--- config.mk ---
export PLATFORM = sky130hd
export DESIGN_NAME = key_mode_ctrl
export DESIGN_NICKNAME = d
export VERILOG_FILES = /design/src/rtl/key_mode_ctrl.sv
export SDC_FILE = /design/constraint.sdc
export NUM_CORES = 1
export LEC_CHECK = 0
export ABC_AREA = 1
export BUFFER_PORTS_ARGS = -buffer_cell sky130_fd_sc_hd__buf_2
export CORE_MARGIN = 2
export CORE_UTILIZATION = 68
export DETAILED_ROUTE_END_ITERATION = 16
export HOLD_SLACK_MARGIN = 0.03
export PLACE_DENSITY = 0.93
export SLEW_MARGIN = 5
export SYNTH_ARGS = -nofsm -noshare
export SYNTH_HDL_FRONTEND = slang
export SYNTH_SLANG_ARGS = --single-unit
--- constraint.sdc ---
create_clock -name core_clk -period 3.43 [get_ports core_clk]
set_input_delay 0.1715 -clock core_clk [delete_from_list [all_inputs] [get_ports core_clk]]
set_output_delay 0.1715 -clock core_clk [all_outputs]
set_load 0.02 [all_outputs]
--- src/rtl/key_mode_ctrl.sv ---
// Debounced push-button front end: sync + per-key press/release/long FSM feeding a wrap-around scaler mode register.
// Press/release visible 2+DEBOUNCE_CYCLES edges after a clean key edge, mode one cycle later; no backpressure, pulses are fire-and-forget.
module key_mode_ctrl #(
  parameter int unsigned KEY_NUM           = 2,
  parameter int unsigned DEBOUNCE_CYCLES   = 4_000_000,
  parameter int unsigned LONG_PRESS_CYCLES = 200_000_000,
  parameter int unsigned MODE_NUM          = 4,
  parameter int unsigned DEFAULT_MODE      = 0
) (
  input  logic                        core_clk,
  input  logic                        rst_n,
  input  logic [KEY_NUM-1:0]          i_key_n,
  output logic [KEY_NUM-1:0]          o_key_state,
  output logic [KEY_NUM-1:0]          o_key_press,
  output logic [KEY_NUM-1:0]          o_key_release,
  output logic [KEY_NUM-1:0]          o_key_long,
  output logic [$clog2(MODE_NUM)-1:0] o_mode,
  output logic                        o_mode_update
);

  localparam int DB_W   = $clog2(DEBOUNCE_CYCLES) + 1;
  localparam int LP_W   = $clog2(LONG_PRESS_CYCLES) + 1;
  localparam int MODE_W = $clog2(MODE_NUM);

  localparam logic [DB_W-1:0]   DB_LAST   = DB_W'(DEBOUNCE_CYCLES - 1);
  localparam logic [LP_W-1:0]   LP_LAST   = LP_W'(LONG_PRESS_CYCLES - 1);
  localparam logic [LP_W-1:0]   LP_MAX    = LP_W'(LONG_PRESS_CYCLES);
  localparam logic [MODE_W-1:0] MODE_LAST = MODE_W'(MODE_NUM - 1);
  localparam logic [MODE_W-1:0] MODE_DEF  = MODE_W'(DEFAULT_MODE);

  typedef enum logic {
    RELEASED = 1'b0,
    HELD     = 1'b1
  } key_fsm_e;

  for (genvar g = 0; g < KEY_NUM; g++) begin : g_key
    logic [1:0]      sync_q;
    key_fsm_e        st_q;
    logic [DB_W-1:0] db_cnt;
    logic [LP_W-1:0] hold_cnt;
    logic            state_r;
    logic            press_r;
    logic            release_r;
    logic            long_r;
    logic            key_s;

    assign key_s = sync_q[1];

    always_ff @(posedge core_clk or negedge rst_n) begin
      if (!rst_n) begin
        sync_q    <= 2'b11;
        st_q      <= RELEASED;
        db_cnt    <= '0;
        hold_cnt  <= '0;
        state_r   <= 1'b0;
        press_r   <= 1'b0;
        release_r <= 1'b0;
        long_r    <= 1'b0;
      end else begin
        sync_q    <= {sync_q[0], i_key_n[g]};
        press_r   <= 1'b0;
        release_r <= 1'b0;
        long_r    <= 1'b0;
        case (st_q)
          RELEASED: begin
            if (!key_s) begin
              if (db_cnt == DB_LAST) begin
                st_q     <= HELD;
                state_r  <= 1'b1;
                press_r  <= 1'b1;
                db_cnt   <= '0;
                hold_cnt <= '0;
              end else begin
                db_cnt <= db_cnt + DB_W'(1);
              end
            end else begin
              db_cnt <= '0;
            end
          end
          HELD: begin
            // Saturating at LONG_PRESS_CYCLES makes the LP_LAST match unique per press.
            if (hold_cnt != LP_MAX) begin
              hold_cnt <= hold_cnt + LP_W'(1);
            end
            if (hold_cnt == LP_LAST) begin
              long_r <= 1'b1;
            end
            if (key_s) begin
              if (db_cnt == DB_LAST) begin
                st_q      <= RELEASED;
                state_r   <= 1'b0;
                release_r <= 1'b1;
                db_cnt    <= '0;
              end else begin
                db_cnt <= db_cnt + DB_W'(1);
              end
            end else begin
              db_cnt <= '0;
            end
          end
          default: begin
            st_q   <= RELEASED;
            db_cnt <= '0;
          end
        endcase
      end
    end

    assign o_key_state[g]   = state_r;
    assign o_key_press[g]   = press_r;
    assign o_key_release[g] = release_r;
    assign o_key_long[g]    = long_r;
  end

  // Only keys 0 (next) and 1 (prev) steer the mode; a same-cycle press on both restores the default.
  always_ff @(posedge core_clk or negedge rst_n) begin
    if (!rst_n) begin
      o_mode        <= MODE_DEF;
      o_mode_update <= 1'b0;
    end else begin
      o_mode_update <= 1'b0;
      if (o_key_press[0] && o_key_press[1]) begin
        o_mode        <= MODE_DEF;
        o_mode_update <= 1'b1;
      end else if (o_key_press[0]) begin
        o_mode        <= (o_mode == MODE_LAST) ? '0 : o_mode + MODE_W'(1);
        o_mode_update <= 1'b1;
      end else if (o_key_press[1]) begin
        o_mode        <= (o_mode == '0) ? MODE_LAST : o_mode - MODE_W'(1);
        o_mode_update <= 1'b1;
      end
    end
  end

endmodule

# ---- After elaboration in Yosys (flattened, before gate mapping)
# Cells that the tools add are included.
dict set report op_classes {
  muxes 54
  addsub 6
  shifts 0
  bitwise_logic 2
  reduce_logical 7
  div_mod_pow 0
  n_mul 0
  n_lt_le_gt_ge 0
  n_eq_ne 17
}
# cell n
set ops {}
lappend ops {{$mux 29} 6}
lappend ops {{$mux 23} 6}
lappend ops {{$pmux 29 s2} 2}
lappend ops {{$pmux 23 s2} 2}
lappend ops {{$add 29x1->29 const B} 2}
lappend ops {{$eq 29x28->1 const B} 2}
lappend ops {{$ne 29x28->1 const B} 2}
lappend ops {{$add 23x1->23 const B} 2}
lappend ops {{$eq 23x22->1 const B} 2}
lappend ops {{$mux 1} 29}
lappend ops {{$ne 2x2->1 const B} 6}
lappend ops {{$mux 2} 5}
lappend ops {{$ne 2x1->1 const B} 4}
lappend ops {{$pmux 1 s2} 4}
lappend ops {{$reduce_and 4->1} 2}
lappend ops {{$reduce_and 3->1} 2}
lappend ops {{$reduce_bool 3->1} 1}
lappend ops {{$add 2x1->2 const B} 1}
lappend ops {{$eq 2x2->1 const B} 1}
lappend ops {{$logic_not 2->1} 1}
lappend ops {{$not 1->1} 2}
lappend ops {{$sub 2x1->2 const B} 1}
lappend ops {{$logic_and 1x1->1} 1}
dict set report totals {
  output_inout_bits 11
  latch_bits 0
  inputBits 4
  romBits 0
  mem_count 0
  ramBits 0
  reg_bits 121
  elab_cells 104
}

# ---- Longest topological paths before layout
# Gate-level depths: netlist (run 1).
dict set report depth {
  depth_word 5
  depth_mapped 12
  depth_no_buf 11
}

# ---- Least setup slack after synthesis (run 1)
# OpenSTA, ideal clock, no wires.
dict set report synth_timing {
  path_type {register -> register}
  start {register g_key[1].hold_cnt[0]}
  end {register g_key[1].hold_cnt[19]}
  path_stages_with_launch 12
  path_slack_ns 1.884
  t_arrival_ns 1.429
  setup_ns 0.117
  path_cell_list {dfrtp_1 > inv_1 > ha_1 > nor3b_1 > nand2_1 > nor2_1 > nand2_2 > nand2_8 > nand2_4 > buf_6 > nand2_1 > nand2_1}
}
dict set report synth_via {
  elab_chain_cells 3
  word_cells_on_any_way 6
}
# element line
set synth_lines {}
lappend synth_lines {{start: declaration} 40} ;# logic [LP_W-1:0] hold_cnt;
lappend synth_lines {{start signal: assignment} 83} ;# hold_cnt <= hold_cnt + LP_W'(1);
lappend synth_lines {{$add 29x1->29 or $ne 29x28->1 (tied branches)} {83, 82}}
lappend synth_lines {{$mux 29 or $ne 2x1->1 (tied branches)} n/a}
lappend synth_lines {{$pmux 29 s2 or $reduce_and 3->1 (tied branches)} n/a}
# Several ways; a longest one is shown, not always the timed one. The select of a mux whose other input is x is not followed.
# A chain may end at the register's enable or synchronous reset.

# ---- Final worst setup path (run 1)
dict set report layout_timing {
  start {register g_key[1].db_cnt[0]}
  end {register g_key[1].hold_cnt[3]}
}
dict set report layout_via {
  elab_chain_cells 3
}
# element line
set layout_lines {}
lappend layout_lines {{start: declaration} 39} ;# logic [DB_W-1:0] db_cnt;
lappend layout_lines {{start signal: assignment} 74} ;# db_cnt <= db_cnt + DB_W'(1);
lappend layout_lines {{start signal: assignment} 95} ;# db_cnt <= db_cnt + DB_W'(1);
lappend layout_lines {{$eq 23x22->1} 67} ;# if (db_cnt == DB_LAST) begin
lappend layout_lines {{$ne 2x2->1 (no line)} n/a}
lappend layout_lines {{$reduce_and 3->1 (no line)} n/a}
# Every way passes these cells.

==> results by stage, run 1 <==
Run status:
- The flow ran to the end, and the final reports show no timing, DRC or antenna violations.

Cells and area:
- The number of nets in the layout is 1083.
- The area added between synthesis and finish is 9.14%.
- The fraction of layout instances using a drive strength above 1 is 0.106.
- The repair_antennas step left the layout with diodes totalling 0.
- The layout has 747 filler cells.
- The core utilization of the finished layout is 0.760.

Power:
- The worst-case IR drop observed on VDD is 0.383 mV.
- The sequential fraction of design power is 0.435.
- The share of total power dissipated in combinational logic is 0.019.
- The reported leakage power is 3.68 nW.
- The power per standard cell area is 406 nW/µm².
- The share of total power dissipated in the clock network is 0.546.
- The overall power of the completed layout is 3.33 mW.
- The net switching power is 0.742 mW.
- Of the total power, the share spent switching nets is 0.223.
- The internal power of the cells is 2.58 mW.

Critical path:
- STA puts the critical path data required time at 3.84 ns.
- STA classifies the critical path endpoint as a register.
- The largest fanout of any net on the critical path is 29.
- The critical path start-end classification is register to register.
- The worst setup path is launched from a register.
- At the worst endpoint, the arrival time is 2.58 ns.
- The worst flop-to-flop path startpoint is g_key[1].db_cnt[0].
- Traced cell by cell, the critical path runs through ha_1 -> nand3_2 -> nor3_4 -> nand4_4 -> nand2_4 -> o21ai_0.
- The slowest stage cell on the critical path is sky130_fd_sc_hd__nand4_4.
- The worst register-to-register path has a depth of 6.
- The number of logic stages on the critical path including buffering is 6.
- In this design, the stage delay of the slowest critical-path cell is 0.48 ns.
- Grouping stages by cell kind, the critical path spends the most delay in simple AND/OR/NAND/NOR gates.
- Tracing the worst setup path back leads to its startpoint at g_key[1].db_cnt[0].
- The critical path contains buffers and inverters numbering 0 combined.

Placement:
- Prior to clock tree synthesis, the placed netlist has a worst setup slack of 1.30 ns.
- The count of buffers inserted at the top-level ports is 14.
- The global placement routability congestion is 0.952.
- Detailed placement finished with a half-perimeter wire length of 11700 µm.

STA:
- The post-layout worst setup margin is 1.27 ns.
- In the final timing run, aggregate negative setup slack is 0 ns.
- The timing-limited maximum frequency is 462 MHz.
- The worst path needs 2.16 ns of the cycle, external delays included.
- Of the available clock period, the critical path in the final layout requires 0.631.
- The relative slew slack is 0.481.
- The number of setup violations in the final report is 0.
- The number of pins with negative max-slew slack in the final report is 0.
- The final number of hold-violating endpoints is 0.
- On the final layout, the worst clock skew is 0.00980 ns.
- Setup repair after global routing left no endpoint under its margin.
- The measured slew at the worst slew-check pin is 0.779 ns.

Logic synthesis:
- The area share of and/or/nand/nor cells after synthesis is 0.448.
- The total nets after synthesis is 1072.
- The mean instance size in the synthesized netlist is 7.07 µm².
- The fraction of the mapped netlist area in compound gates came to 0.0336.
- The number of warnings issued by yosys is 0.
- The flip-flop and latch count after synthesis is 121.
- The portion of synthesized area spent on multiplexers is 0.00133.
- The number of distinct library cells after synthesis is 43.
- The async set-or-reset flop fraction in the synthesized netlist is 1.00.
- The combinational family with the most area after synthesis is simple AND/OR/NAND/NOR gates.
- Of the total synthesized cell area, the portion taken by full adders, half adders and majority gates is 0.00999.
- The total standard cell area after synthesis is 7510 µm².
- Of the total synthesized cell area, the portion taken by XOR and XNOR cells is 0.0256.
- The flip-flop cell with the highest count after synthesis is sky130_fd_sc_hd__dfrtp_1.
- Of the synthesized area, sequential elements account for 0.404.
- The post-synthesis instance total is 1062.
- Yosys mapped a number of flops with a built-in enable equal to 0.

Global routing:
- Global routing finished with a remaining overflow of 0.
- The busiest metal layer after global routing is met2.
- The number of antenna violations at the first check in global routing is 0.
- The global-route wire length before repair is 30700 µm.
- The met1 track demand over resource in global routing is 0.398.
- Entering global routing, the biggest net connects 63 pins.
- For met2 alone, demand over resource in global routing was 0.543.
- The global-route track usage on met3 is 0.0687.
- The number of global-route vias before repair is 6827.
- The overall routing resource usage is 0.329.

Route:
- The ratio of routed vias to standard cells is 5.72.
- The final route contains 7010 vias.
- The number of routed nets with antenna violations is 0.
- For this run, the detailed router's first-pass iteration total came to 6.
- The number of DRC violations after detailed-routing iteration 0 is 573.
- In the routed design, unresolved DRC markers number 0.
- The total routed wirelength is 17700 µm.
- The average wire per standard cell is 14.5 µm.

Run:
- The tool flagged a number of max-cap violations equal to 0.

Floorplanning:
- The height of the die is 109 µm.
- The horizontal die dimension is 109 µm.
- The effective utilization at floorplan is 0.696.
- After floorplanning, the core was divided into 38 placement rows.
- The core region is 10800 µm².
- In this run the count of I/O pins placed on the die edge is 15.
- The die area is 11900 µm².

Clock tree:
- Once the clock tree was built, the resizer swapped 0 gates to a different size.
- The largest buffer count on any clock path is 2.
- The total number of H-tree levels is 4.
- The insertion delay of the later-clocked pin in the worst-skew pair is 0.55 ns.
- TritonCTS created 17 clock buffers.
- TritonCTS built the clock tree.
- Clock tree synthesis selected as its root buffer the cell sky130_fd_sc_hd__clkbuf_8.
- The clock transition time at the flip-flop clock pins of the worst setup and hold paths is 0.06 ns.
- The CTS sink count is 121.

Worst hold path:
- The worst hold path cell count is 2.
- The startpoint of the lowest-slack hold path is i_key_n[0].
- In this run the worst hold path is classified as primary input to register.
## per-stage QoR
step           cells  instance area, µm²  hold slack, ns
6_report        1226                8200           0.290
3_5_place_dp    1191                7570           0.281
5_1_grt         1226                8200           0.300
4_1_cts         1226                8200           0.270
2_1_floorplan   1062                7510          -0.124
3_3_place_gp    1191                7570           0.277
## Yosys cell counts (12+ instances only)
| cell type | count | share of area |
|---|---|---|
| sky130_fd_sc_hd__dfrtp_1 | 117 | 0.39 |
| sky130_fd_sc_hd__xor2_1 | 15 | 0.017 |
| sky130_fd_sc_hd__o21ai_0 | 15 | 0.010 |
| sky130_fd_sc_hd__nand4_1 | 22 | 0.018 |
| sky130_fd_sc_hd__nor3_1 | 20 | 0.013 |
| sky130_fd_sc_hd__nand3_1 | 111 | 0.074 |
| sky130_fd_sc_hd__nor3b_1 | 12 | 0.012 |
| sky130_fd_sc_hd__nor2_1 | 205 | 0.10 |
| sky130_fd_sc_hd__nand2_1 | 304 | 0.15 |
| sky130_fd_sc_hd__or2_2 | 13 | 0.011 |
| sky130_fd_sc_hd__a21oi_1 | 19 | 0.013 |
| sky130_fd_sc_hd__inv_1 | 94 | 0.047 |
| sky130_fd_sc_hd__nand3_2 | 16 | 0.021 |
## power groups by stage
stage	Clock [mW]	Combinational [mW]	Sequential, mW
6_report	1.82	0.0633	1.45
3_3_place_gp	0	0.0587	1.47
5_1_grt	1.90	0.0739	1.45
3_5_place_dp	0	0.0616	1.47
2_1_floorplan	0	0.0238	1.47
4_1_cts	1.82	0.0650	1.45
## registers in the layout, indices dropped and copies added, names as in the netlist, named ones only
name	flops
g_key.db_cnt	46
g_key.state_r	2
g_key.long_r	2
g_key.release_r	2
o_mode	2
g_key.hold_cnt	58
g_key.sync_q	4
o_mode_update	1
g_key.press_r	2
## what timing repair did
item / CTS / global route
endpoints found under the hold margin: 60 / 0
hold buffers: 3 / 0
setup buffers: 0 / 0
## logic make-up after synthesis
group / count (synthesis)
AO/OA/AOI/OAI: 46
XOR/XNOR: 22
adder cells (fa/ha/maj): 6
buffers and inverters: 126
flip-flops: 121
multiplexers: 1
AND/OR/NAND/NOR: 740
## placed cells by master, fill, tap and decap left out, types with 4 or more instances in the layout
cell,count
sky130_fd_sc_hd__dfrtp_1,117
sky130_fd_sc_hd__nand4_1,22
sky130_fd_sc_hd__inv_1,94
sky130_fd_sc_hd__nand2_1,304
sky130_fd_sc_hd__clkinvlp_4,4
sky130_fd_sc_hd__dfstp_2,4
sky130_fd_sc_hd__nor3b_1,12
sky130_fd_sc_hd__nor2_1,205
sky130_fd_sc_hd__or2_2,13
sky130_fd_sc_hd__clkbuf_16,16
sky130_fd_sc_hd__nand3_1,111
sky130_fd_sc_hd__nand2_2,8
sky130_fd_sc_hd__a21oi_1,19
sky130_fd_sc_hd__buf_2,13
sky130_fd_sc_hd__nor3_1,20
sky130_fd_sc_hd__nand3b_1,4
sky130_fd_sc_hd__xnor2_1,7
sky130_fd_sc_hd__xor2_1,15
sky130_fd_sc_hd__nand3_2,16
sky130_fd_sc_hd__o21ai_0,15
sky130_fd_sc_hd__ha_1,6
sky130_fd_sc_hd__nor2_2,8
sky130_fd_sc_hd__inv_2,4
sky130_fd_sc_hd__buf_4,4
## area by class of cell
class                      instances  area (µm²)  area share
multi-input combinational        815        3900       0.475
clock buffer                      19         432      0.0526
timing repair buffer              20         125      0.0153
tap                              140         175      0.0214
inverter                          98         368      0.0449
sequential                       121        3030       0.370
clock inverter                    13         169      0.0206
## per-layer routing
layer	vias to the layer above	share of wire	wire, µm
met5	-	0	0
met4	0	0.040	717
met3	77	0.066	1160
met2	322	0.49	8700
met1	3198	0.40	7150
li1	3413	-	-
## final timing paths
| path | end | slack (ns) |
|---|---|---|
| worst max-delay path | g_key[1].hold_cnt[3] | 1.27 |
| worst min-delay path | g_key[0].sync_q[0] | 0.29 |
| worst max register to register | g_key[1].hold_cnt[3] | 1.27 |
| worst min register to register | g_key[0].sync_q[1] | 0.35 |
| max in group asynchronous | g_key[0].hold_cnt[18] | 2.22 |
| min in group asynchronous | g_key[0].db_cnt[11] | 0.30 |
Note: power is estimated with default switching activity, not from simulation.
==> run 2, diff against run 1 <==
Settings changed: CORE_UTILIZATION 68 to 64, PLACE_DENSITY 0.93 to 0.89.
Clock period 3.43 ns to 2 ns, I/O delays scaled along.
==> run 2 against run 1 <==
  * Cell area grew 1.2%
  * Register-to-register slack got worse by 1.2 ns
  * Worst setup slack got worse by 1.2 ns
  * Power increased by 71%
  * Critical path depth increased by 1
  * Largest power group unchanged
==> results by stage, run 2 (synthesized netlist as in run 1, its figures left out) <==
Critical path:
- The largest fanout of any net on the critical path is 5 (-83%).
- The worst setup path is captured at a register.
- The worst endpoint required time is 2.33 ns (-1.51 ns).
- The critical path startpoint category is a register.
- The cell type with the highest occurrence count on the critical path is sky130_fd_sc_hd__nor3_1.
- The data arrival time at the worst-slack endpoint is 2.22 ns (-0.36 ns).
- The maximum single-stage delay on the critical path is 0.38 ns (-0.10 ns).
- Tracing the worst setup path back leads to its startpoint at g_key[0].db_cnt[0].
- The largest individual stage delay along the critical path comes from the cell sky130_fd_sc_hd__dfrtp_1.
- Traced cell by cell, the critical path runs through ha_1 -> nand3_2 -> nor2_4 -> nand2_1 -> nor3_1 -> nor2_1 -> nor3_1.
- The worst register-to-register path begins at g_key[0].db_cnt[0].
- The critical path is of the register to register type.

Global routing:
- The number of global-route vias before repair was 6730 (-1.4%).
- The number of antenna violations at the first check in global routing is 0 (unchanged).
- The global-route wire length before repair was 30200 µm (-1.8%).
- The overall routing resource usage is 0.292 (-0.0369).
- The maximum number of pins on one net before global-route repair came to 122 (+94%).
- The global route total overflow is 0 (unchanged).

Placement:
- The global placement routability congestion is 0.952 (about the same).
- The count of buffers inserted at the top-level ports came to 14 (unchanged).
- The placed wire-length estimate after detailed placement is 11700 µm (-0.13%).
- The worst slack at placement is 0.236 ns (-1.07 ns).

Cells and area:
- The flip-flop count of the largest register after layout is 58 (unchanged).
- The area added between synthesis and finish is 10.4%.
- The final antenna diode count is 0 (unchanged).
- Leaving out fill and tap cells, the most frequent cell in the layout is sky130_fd_sc_hd__nand2_1.
- The register with the most flip-flops is g_key.hold_cnt.
- The largest registers in the layout are g_key.hold_cnt: 58 flops, g_key.db_cnt: 46 flops, g_key.sync_q: 4 flops.
- In the layout the commonest cells are sky130_fd_sc_hd__nand2_1, sky130_fd_sc_hd__nor2_1, sky130_fd_sc_hd__dfrtp_1, sky130_fd_sc_hd__nand3_1, sky130_fd_sc_hd__inv_1.
- The filler cell count is 905 (+21%).
- The fraction of layout instances using a drive strength above 1 came to 0.116 (+0.00988).
- The number of nets in the layout came to 1094 (+1.0%).

Clock tree:
- The number of buffers inserted during clock tree synthesis is 17 (unchanged).
- TritonCTS built the clock tree.
- The insertion delay of the later-clocked pin in the worst-skew pair was 0.43 ns (-0.12 ns).
- The cell at the root of the clock tree is sky130_fd_sc_hd__clkbuf_16.
- The CTS sink count is 121 (unchanged).
- The largest buffer count on any clock path is 2 (unchanged).
- The total number of H-tree levels is 4 (unchanged).
- The clock transition time at the flip-flop clock pins of the worst setup and hold paths is 0.06 ns (about the same).

STA:
- The clock skew after layout was 0.0106 ns (+0.000761 ns).
- The measured slew at the worst slew-check pin is 0.637 ns (-0.142 ns).
- The final period utilization came to 0.946 (+0.315).
- The number of setup violations in the final report came to 0 (unchanged).
- The final sum of negative setup slack came to 0 ns (unchanged).
- The relative slew slack is 0.572 (+0.0916).
- The number of pins with negative max-slew slack in the final report was 0 (unchanged).
- Setup repair after global routing left no endpoint under its margin.
- The post-layout minimum cycle time is 1.89 ns (-0.272 ns).
- The timing-limited maximum frequency is 529 MHz (+14%).
- The final number of hold-violating endpoints is 0 (unchanged).
- The post-layout worst setup margin is 0.109 ns (-1.16 ns).

Route:
- The ratio of routed vias to standard cells is 5.58 (-2.5%).
- The number of routed nets with antenna violations is 0 (unchanged).
- The number of detailed-routing iterations run before antenna repair came to 5 (-1).
- The number of DRC violations after detailed-routing iteration 0 is 602 (+5.1%).
- The average wire per standard cell is 14.0 µm (-3.1%).
- The via total after detailed routing came to 6914 (-1.4%).
- The post-detailed-route DRC marker count is 0 (unchanged).
- The total routed wirelength is 17400 µm (-2.0%).

Power:
- The maximum vdd ir drop came to 0.703 mV (+83%).
- The reported leakage power is 3.74 nW (+1.5%).
- The power per standard cell area was 684 nW/µm² (+69%).
- The overall power of the completed layout came to 5.68 mW (+71%).

Floorplanning:
- The total number of placement rows is 39 (+2.6%).
- The height of the die is 112 µm (+3.0%).
- The horizontal die dimension is 112 µm (+3.0%).
- The effective utilization at floorplan was 0.658 (-0.0381).
- The die area is 12600 µm² (+6.0%).
- The placeable core region is 11400 µm² (+5.8%).
- The number of top-level pins was 15 (unchanged).

Run:
- The count of maximum capacitance violations is 0 (unchanged).

Worst hold path:
- In this run the worst hold path is classified as primary input to asynchronous set/reset pin.

Run status:
- The flow ran to the end, and the final reports show no timing, DRC or antenna violations.
==> run 2: cell count changes in the layout (fill, tap and decap cells not counted), sizes merged <==
| cell | delta |
|---|---|
| clkinv | +2 |
| bufinv | -1 |
| inv | -1 |
| buf | +11 |
==> run 2: power breakdown <==
part / switching [mW] / internal, mW
clock: 1.18 / 1.90
sequential: 0.0113 / 2.47
combinational: 0.0817 / 0.0280
total: 1.28 / 4.40
==> run 2: critical path, delay by kind of cell, from the launching register on <==
kind                       cells  cell delay [ns]
adders and majority gates      1             0.22
DFF                            1             0.38
and+or+nand+nor                6             1.19
==> run 2: per-stage QoR <==
stage	utilization	cells	cell area, µm²	hold WS, ns
final	0.726	1240	8290	0.291
after global routing	0.726	1240	8290	0.316
after CTS	0.726	1240	8290	0.309
after detailed placement	0.671	1205	7670	0.209
after global placement	0.671	1205	7670	0.205
after floorplan	-	1062	7510	-0.196
==> run 2: area by class of cell <==
class	instances	area, µm²	share of cell area
clock inverter	13	144	0.0173
inverter	98	368	0.0444
multi-input combinational	815	3900	0.470
timing repair buffer	31	220	0.0265
sequential	121	3030	0.366
tap	143	179	0.0216
clock buffer	19	453	0.0546
==> run 2: worst paths after layout <==
check                                       end  slack [ns]  cells after the start
setup / recovery            g_key[0].db_cnt[16]        0.11                      7
hold / removal              g_key[0].db_cnt[21]        0.29                      3
setup reg to reg            g_key[0].db_cnt[16]        0.11                      7
hold reg to reg              g_key[0].sync_q[1]        0.36                      0
max in group asynchronous  g_key[1].hold_cnt[7]        1.22                      3
min in group core_clk        g_key[1].sync_q[0]        0.31                      2
==> run 2: what timing repair did <==
item | CTS | global route
buffers inserted | 0 | 0
hold buffers | 3 | 0
gates resized for setup | 0 | 0
endpoints found under the hold margin | 119 | 0
==> run 2: routing by layer <==
| layer | GRT usage | vias to the layer above | part of all wire |
|---|---|---|---|
| li1 | - | 3421 | - |
| met2 | 0.469 | 259 | 0.47 |
| met4 | 0.154 | 0 | 0.035 |
| met5 | 0 | - | 0 |
| met3 | 0.0632 | 64 | 0.057 |
| met1 | 0.374 | 3170 | 0.43 |
==> run 3, diff against run 2 <==
Settings changed: CORE_UTILIZATION 64 to 66, CTS_BUF_LIST set to sky130_fd_sc_hd__clkbuf_8, GPL_ROUTABILITY_DRIVEN set to 0, PLACE_DENSITY 0.89 to 0.91.
==> run 3 against run 2 <==
  * Worst hold slack worse by 0.052 ns
  * Cell area is 1.4% lower
  * Core utilization is 1.8 points higher
  * Cell count hardly changed
  * Sequential share of layout area is 0.51 points higher
  * Register-to-register slack better by 0.04 ns
  * Power is 8.7% lower
  * Worst setup slack better by 0.036 ns
  * Global-route usage is 0.27 points higher
  * Die area is 2.9% lower
==> results by stage, run 3 (synthesized netlist as in run 1, its figures left out) <==
Placement:
- The placed wire-length estimate after detailed placement is 12200 µm (+4.2%).
- The cell area reported after detailed placement is 7680 µm² (+0.15%).
- The count of buffers inserted at the top-level ports is 14 (unchanged).

STA:
- The final number of hold-violating endpoints came to 0 (unchanged).
- The relative slew slack was 0.563 (-0.00935).
- The measured slew at the worst slew-check pin is 0.656 ns (+0.0189 ns).
- Setup repair after global routing left no endpoint under its margin.
- The final period utilization is 0.928 (-0.0180).
- The post-layout minimum cycle time is 1.86 ns (-0.0360 ns).
- The number of pins with negative max-slew slack in the final report is 0 (unchanged).
- The final sum of negative setup slack was 0 ns (unchanged).
- The worst hold slack across all endpoints came to 0.239 ns (-0.0520 ns).
- The number of setup violations in the final report is 0 (unchanged).
- The timing-limited maximum frequency is 539 MHz (+1.9%).
- The clock skew after layout came to 0.0161 ns (+0.00552 ns).

Clock tree:
- The largest buffer count on any clock path was 2 (unchanged).
- TritonCTS built the clock tree.
- The tree is rooted in a sky130_fd_sc_hd__clkbuf_8.
- The CTS sink count was 121 (unchanged).
- The total number of H-tree levels is 4 (unchanged).
- The number of buffers inserted during clock tree synthesis is 17 (unchanged).
- The post-CTS setup repair buffer count is 0 (unchanged).
- The insertion delay of the later-clocked pin in the worst-skew pair is 0.48 ns (+0.05 ns).
- The clock transition time at the flip-flop clock pins of the worst setup and hold paths is 0.07 ns (about the same).

Floorplanning:
- The height of the die is 111 µm (-1.5%).
- The number of top-level pins is 15 (unchanged).
- The total number of placement rows is 38 (-2.6%).
- The die area is 12300 µm² (-2.9%).
- The horizontal die dimension was 111 µm (-1.5%).
- The effective utilization at floorplan is 0.684 (+0.0261).
- The placeable core region came to 11000 µm² (-3.8%).

Power:
- The clock power share is 0.501 (-0.043).
- The power per standard cell area was 634 nW/µm² (-7.4%).
- The sequential fraction of design power is 0.477 (+0.041).
- The net switching share of the total power was 0.226 (+0.000537).
- The maximum vdd ir drop is 0.670 mV (-4.6%).
- The reported leakage power is 3.69 nW (-1.3%).
- The net switching power is 1.17 mW (-8.5%).
- The fraction of power consumed by combinational cells was 0.022 (+0.003).
- The internal power of the cells is 4.01 mW (-8.7%).

Route:
- The number of detailed-routing iterations run before antenna repair is 6 (+1).
- The via total after detailed routing is 6914 (unchanged).
- The number of routed nets with antenna violations is 0 (unchanged).
- The ratio of routed vias to standard cells is 5.58 (about the same).
- The number of DRC violations after detailed-routing iteration 0 came to 567 (-5.8%).
- The total routed wirelength is 17500 µm (+0.59%).
- The average wire per standard cell is 14.1 µm (+0.67%).
- The post-detailed-route DRC marker count was 0 (unchanged).

Global routing:
- The global route total overflow is 0 (unchanged).
- The maximum number of pins on one net before global-route repair is 122 (unchanged).
- The number of global-route vias before repair came to 6580 (-2.2%).
- The global-route wire length before repair is 29800 µm (-1.4%).
- The number of antenna violations at the first check in global routing is 0 (unchanged).
- The overall routing resource usage is 0.295 (+0.00267).

Critical path:
- The worst flop-to-flop path startpoint is g_key[1].hold_cnt[0].
- The data arrival time at the worst-slack endpoint is 2.21 ns (about the same).
- The worst setup path startpoint is g_key[1].hold_cnt[0].
- The flop-to-flop setup slack is 0.14 ns (+0.04 ns).
- The worst register-to-register path ends at g_key[1].hold_cnt[16].
- The critical path ends at g_key[1].hold_cnt[16].
- The kind of capture point of the worst setup path is a register.
- The number of cells traversed by the worst register-to-register path was 9 (+2).
- STA classifies the critical path startpoint as a register.
- The largest fanout of any net on the critical path is 7 (+2).
- The critical path start-end classification is register to register.
- The worst endpoint required time came to 2.36 ns (+0.03 ns).

Cells and area:
- The commonest non-fill, non-tap cell in the layout is sky130_fd_sc_hd__nand2_1.
- The library cells used most frequently in the layout, excluding fill and tap cells, are sky130_fd_sc_hd__nand2_1, sky130_fd_sc_hd__nor2_1, sky130_fd_sc_hd__dfrtp_1, sky130_fd_sc_hd__nand3_1, sky130_fd_sc_hd__inv_1.
- The total non-filler cell area in the finished layout is 8180 µm² (-1.4%).
- The final antenna diode count is 0 (unchanged).
- More flip-flops sit in one register than any other, and that register is g_key.hold_cnt.
- The filler cell count was 842 (-7.0%).
- The area growth from synthesis to layout is 8.88%.
- The register area is 3030 µm² (unchanged).
- The multi-input logic area is 3900 µm² (about the same).
- The number of nets in the layout came to 1096 (+0.18%).
- The fraction of layout instances using a drive strength above 1 is 0.118 (+0.00252).
- The flip-flop count of the largest register after layout is 58 (unchanged).
- In the final layout, the registers with the most flip-flops are g_key.hold_cnt: 58 flops, g_key.db_cnt: 46 flops, g_key.sync_q: 4 flops.

Run status:
- The run finished with clean final reports.

Run:
- The count of maximum capacitance violations came to 0 (unchanged).

Worst hold path:
- The worst hold path class is primary input to asynchronous set/reset pin.
[run 3: metrics by stage]
step           total power [mW]  instances  setup WS [ns]   util
2_1_floorplan              2.56       1062          0.454      -
3_3_place_gp               2.63       1204          0.265  0.699
3_5_place_dp               2.63       1204          0.176  0.699
4_1_cts                    5.22       1239          0.172  0.744
5_1_grt                    5.33       1239        0.00809  0.745
6_report                   5.18       1239          0.145  0.745
[run 3: power by group through the flow]
stage          registers, mW  logic [mW]  clock network, mW
2_1_floorplan           2.52      0.0409                  0
3_3_place_gp            2.52       0.108                  0
3_5_place_dp            2.52       0.110                  0
4_1_cts                 2.47       0.117               2.63
5_1_grt                 2.47       0.133               2.72
6_report                2.47       0.113               2.60
[run 3: repair_timing]
action,4_1_cts,5_1_grt
resized for setup,0,1
endpoints found under the hold margin,119,0
setup endpoints to repair,0,1
hold buffers,3,0
[run 3: area by class of cell]
| type | instances | area share |
|---|---|---|
| Tap cell | 140 | 0.0214 |
| Inverter | 98 | 0.0450 |
| Timing Repair Buffer | 33 | 0.0288 |
| Clock buffer | 18 | 0.0303 |
| Sequential cell | 121 | 0.371 |
| Multi-Input combinational cell | 815 | 0.477 |
| Clock inverter | 14 | 0.0269 |
[run 3: worst min-delay path by stage]
stage | from | end | slack, ns | cells after the start
3_5_place_dp | i_key_n[0] | g_key[0].sync_q[0] | 0.21 | 1
4_1_cts | i_key_n[0] | g_key[0].sync_q[0] | 0.26 | 2
6_report | rst_n | g_key[0].db_cnt[19] | 0.24 | 3
2_1_floorplan | rst_n | asynchronous set/reset pin | -0.20 | 0
3_3_place_gp | i_key_n[0] | g_key[0].sync_q[0] | 0.21 | 1
5_1_grt | i_key_n[0] | g_key[0].sync_q[0] | 0.25 | 2
[run 3: critical path, cell delays in order, from the launching register on]
cell                      delay [ns]
sky130_fd_sc_hd__dfrtp_1        0.45
sky130_fd_sc_hd__ha_1           0.31
sky130_fd_sc_hd__nand2_1        0.13
sky130_fd_sc_hd__nor2_2         0.20
sky130_fd_sc_hd__nand2_1        0.14
sky130_fd_sc_hd__nor2_1         0.17
sky130_fd_sc_hd__nand2_1        0.07
sky130_fd_sc_hd__nor3b_1        0.13
sky130_fd_sc_hd__nand2_1        0.09
sky130_fd_sc_hd__nand2_1        0.06
[run 3: metal layers]
metal,vias up,GRT usage,wire [µm],share of wire
met1,3210,0.376,7380,0.42
li1,3420,-,-,-
met5,-,0,0,0
met4,0,0.118,421,0.024
met2,241,0.490,8570,0.49
met3,43,0.0662,1100,0.063
